<file path="src/rtl/register_file.sv">
// Parametrised flop-based register file: one synchronous write port, two combinational read ports.
// Define REGFILE_BYPASS_EN to forward inData to a read port addressing the register being written.
module register_file #(
    parameter int WIDTH    = 5,
    parameter int DEPTH    = 8,
    parameter int ADDR_W   = 3,
    parameter int ZERO_REG = 0
) (
    input  logic              Clock,
    input  logic              Clear,
    input  logic              Load,
    input  logic [ADDR_W-1:0] WrAddr,
    input  logic [WIDTH-1:0]  inData,
    input  logic [ADDR_W-1:0] RdAddrA,
    input  logic [ADDR_W-1:0] RdAddrB,
    output logic [WIDTH-1:0]  outDataA,
    output logic [WIDTH-1:0]  outDataB
);

    logic [WIDTH-1:0] regs [DEPTH];
    logic [DEPTH-1:0] wrSel;
    logic [WIDTH-1:0] storedA;
    logic [WIDTH-1:0] storedB;

    // Decoding by comparing against each index keeps out-of-range addresses harmless.
    always_comb begin
        wrSel = '0;
        for (int i = 0; i < DEPTH; i++) begin
            wrSel[i] = Load && (WrAddr == ADDR_W'(i)) && !(ZERO_REG != 0 && i == 0);
        end
    end

    always_ff @(posedge Clock) begin
        if (Clear) begin
            for (int i = 0; i < DEPTH; i++) begin
                regs[i] <= '0;
            end
        end else begin
            for (int i = 0; i < DEPTH; i++) begin
                if (wrSel[i]) begin
                    regs[i] <= inData;
                end
            end
        end
    end

    function automatic logic [WIDTH-1:0] readStored(input logic [ADDR_W-1:0] addr);
        logic [WIDTH-1:0] val;
        val = '0;
        for (int i = 0; i < DEPTH; i++) begin
            if (addr == ADDR_W'(i) && !(ZERO_REG != 0 && i == 0)) begin
                val = regs[i];
            end
        end
        return val;
    endfunction

    always_comb begin
        storedA = readStored(RdAddrA);
        storedB = readStored(RdAddrB);
    end

`ifdef REGFILE_BYPASS_EN
    logic wrValid;

    // wrSel already excludes out-of-range and hard-wired-zero targets.
    always_comb begin
        wrValid  = !Clear && (|wrSel);
        outDataA = (wrValid && RdAddrA == WrAddr) ? inData : storedA;
        outDataB = (wrValid && RdAddrB == WrAddr) ? inData : storedB;
    end
`else
    always_comb begin
        outDataA = storedA;
        outDataB = storedB;
    end
`endif

endmodule

</file>
<file path="config.mk">
export PLATFORM = sky130hd
export DESIGN_NAME = register_file
export DESIGN_NICKNAME = d
export VERILOG_FILES = /design/src/rtl/register_file.sv
export SDC_FILE = /design/constraint.sdc
export NUM_CORES = 1
export LEC_CHECK = 0
export ABC_AREA = 0
export ABC_CLOCK_PERIOD_IN_PS = 2200
export CAP_MARGIN = 10
export CORE_ASPECT_RATIO = 0.5
export CORE_MARGIN = 1
export CORE_UTILIZATION = 45
export DETAILED_ROUTE_END_ITERATION = 8
export PLACE_DENSITY = 0.66
export SETUP_SLACK_MARGIN = 0.15
export SYNTH_ARGS = -nofsm -noshare
export SYNTH_HDL_FRONTEND = slang
export SYNTH_SLANG_ARGS = --single-unit
</file>
<file path="constraint.sdc">
create_clock -name Clock -period 2.2 [get_ports Clock]
set_input_delay 0.44 -clock Clock [delete_from_list [all_inputs] [get_ports Clock]]
set_output_delay 0.44 -clock Clock [all_outputs]
set_load 0.005 [all_outputs]
</file>
==> reports/results.txt <==
Antenna Violating Nets Remaining - 0
count of port buffers added during placement - 26
detailed-route via count - 1921
status - complete, no violations
GPL Wtd Cong - 0.919
Slew @ Worst Pin - 344 ps
total routed wirelength - 6230 microns
clock sink count - 40
maxcap violations - 0
post-synthesis mux area share - 13.2%
CP Launch Point - RdAddrB[0]
Detailed Place HPWL - 4320 microns
FF+latch area - 1200 sq um
Synth Register Bits - 40
number of nets in the finished design - 284
DR iter-0 viols - 127
H-tree levels - 2
number of rows created at floorplan - 17
clock input transition at the sequential cells of the worst setup and hold paths - 70 ps
element type at the critical path end - output port
worst-case hold slack - 1050 ps
adder and majority gate portion of the synthesized area - 0%
placed instance count - 301
portion of total power attributed to the clock network - 25.1%
setup TNS - 0 ps
total of warnings raised by yosys - 0
ranking of synthesized cells by area - edfxtp_1 53%, mux2i_1 8.8%, nor2_1 6.7%
combinational family with the most area after synthesis - simple AND/OR/NAND/NOR gates
signal arrival time at the worst endpoint - 1610 ps
Non-Filler Cell Area, Final - 3100 sq um
total clock buffers created by CTS - 5
area fraction in and, or, nand and nor cells after synthesis - 15.7%
gr ovfl total - 0
post-placement cell area - 2710 sq um
register bank with the most flops - regs
most common library cell in the layout ignoring fill and taps - nor2_1
cell-internal power - 1.33 mW
Hold Crit Class - input port to flop
IO Count - 27
total of endpoints with negative setup slack in the final report - 0
die height - 52.3 microns
Net Sw Frac - 26.0%
global-route wire length before repair - 9290 microns
final slew viol count - 0
clock tree from TritonCTS - built
sort of element at the start of the critical path - input port
footprint of the multi-input gates - 1110 sq um
Root Buffer Master - clkbuf_8
Top Registers - regs (40)
Distinct cells, synth - 30
Initial Utilization - 49.2%
part of the total power dissipated in combinational logic - 21.7%
area share of xor/xnor cells in the synthesized design - 0%
power per cell area - 578 nW/um^2
sequential share of power - 53.2%
RSZ-0062 raised after global routing - yes
cell count after synthesis - 199
Hold Path Cell Cnt - 3
fraction of final layout cells with drive strength greater than 1 - 34.3%
Worst setup endpoint - outDataB[0]
Final Critical Period - 2050 ps
worst-case clock buffer depth - 2
mean routed wirelength per cell - 18.6 microns
Die Width - 103 microns
Antenna diodes - 0
Layout Area Growth over Synthesis - 35.9%
post-synth net total - 216
Placeable Area - 4640 sq um
most used cells in the layout excluding fill and tap cells - 41 x nor2_1, 40 x edfxtp_1, 34 x buf_4
cell area after synthesis - 2280 sq um
Max Freq - 0.487 GHz
number of flip-flops under the largest register name - 40
Syn Area/Cell - 11.5 sq um
number of filler cells placed in the layout - 378
data required time at the worst endpoint - 1760 ps
number of standard cells in the final layout excluding fillers - 334
via density per instance - 5.75
leakage power total - 1.23 nW
IR drop worst, VDD - 0.000377 V
Critical Setup Path Class - input port to output port
total net switching power - 0.466 mW
number of global-route vias before repair - 1785
synthesized-area fraction occupied by ao, oa, aoi and oai cells - 14.8%
post-synthesis sequential area ratio - 52.7%
area share of the largest cell type after synthesis - 52.7%
post-synthesis cell type with the largest combined area - edfxtp_1
final hold violation count - 0
Max-Slew Margin vs Limit - 77.0%
total global routing track utilization - 25.2%
largest net degree at the start of global routing - 14
# DRC - 0
antenna violations before repair - 0
count of TritonRoute iterations in the first routing pass - 5
hold bufs inserted after CTS - 0
DIE AREA - 5380 sq um
Worst Path Max Fanout - 5
share of the cycle needed by the critical path after routing - 93.3%
## cells by family after synthesis
| logic type | after synthesis |
|---|---|
| AOI/OAI and AO/OA | 43 |
| DFF | 40 |
| muxes | 24 |
| and+or+nand+nor | 76 |
| buffers and inverters | 16 |
## cells in the mapped netlist, drive strengths merged
master and count:
a21oi 11, and3 1, nor2 41, a311oi 1, o2bb2ai 1, mux2i 20
a22oi 4, edfxtp 40, and2b 1, a211oi 1, nand2b 15, nand2 6
nand3 6, a41o 2, a2111oi 4, clkbuf 3, mux4 4, buf 6
a32o 4, a31oi 2, and2 1, inv 7, o211ai 4, nor2b 5
o21ai 5, a22o 4
## worst min path at each step
stage	end	startpoint	slack, ps
finish	regs[0][36]$_DFFE_PP_	inData[1]	1050
global route	regs[0][11]$_SDFFCE_PN0P_	inData[1]	1060
CTS	regs[0][20]$_SDFFCE_PN0P_	inData[0]	1050
detailed placement	regs[0][14]$_SDFFCE_PN0P_	inData[4]	1350
global placement	regs[0][30]$_DFFE_PP_	inData[0]	1330
floorplan	regs[0][34]$_DFFE_PP_	inData[4]	740
## per-stage QoR
step                setup WS (ps)  utilization [%]  power [mW]
finish                        147             66.9        1.79
global route                  108             66.9        1.85
CTS                           104             64.5        1.75
detailed placement           -568             58.5        1.28
global placement             -559             58.5        1.28
floorplan                     419                -        1.12
## power groups by stage
stage	sequential, mW	clock (mW)	combinational, mW
floorplan	0.934	0	0.183
global placement	0.963	0	0.317
detailed placement	0.962	0	0.319
CTS	0.946	0.453	0.354
global route	0.955	0.481	0.416
finish	0.953	0.450	0.388
## layer usage
layer  global-route usage (%)  vias to the layer above  wire [microns]
met5                        0                        -               0
met4                     9.76                        0              99
met1                     36.8                      920            2730
li1                         -                      882               -
met2                     35.6                      110            2700
met3                     6.53                        9             702
## final cells by class
class | count | share of cell area, %
tap | 66 | 2.66
clock buffer | 6 | 2.34
sequential | 40 | 38.7
timing repair buffer | 70 | 19.2
clock inverter | 2 | 0.363
multi-input combinational | 143 | 35.8
inverter | 7 | 0.847
## critical path: stages
cell,delay [ps]
buf_6,90
buf_4,140
nor2b_4,140
a32o_2,270
a2111oi_4,320
a21oi_1,70
buf_2,130
## timing repair
| item | 4_1_cts | 5_1_grt |
|---|---|---|
| gates resized for setup | 71 | 23 |
| hold endpoints to repair | 0 | 0 |
| setup endpoints to repair | 10 | 10 |
| buffers inserted | 18 | 7 |
| gates cloned | 0 | 0 |
| pin swaps | 17 | 12 |
(Power assumes the default switching activity.)
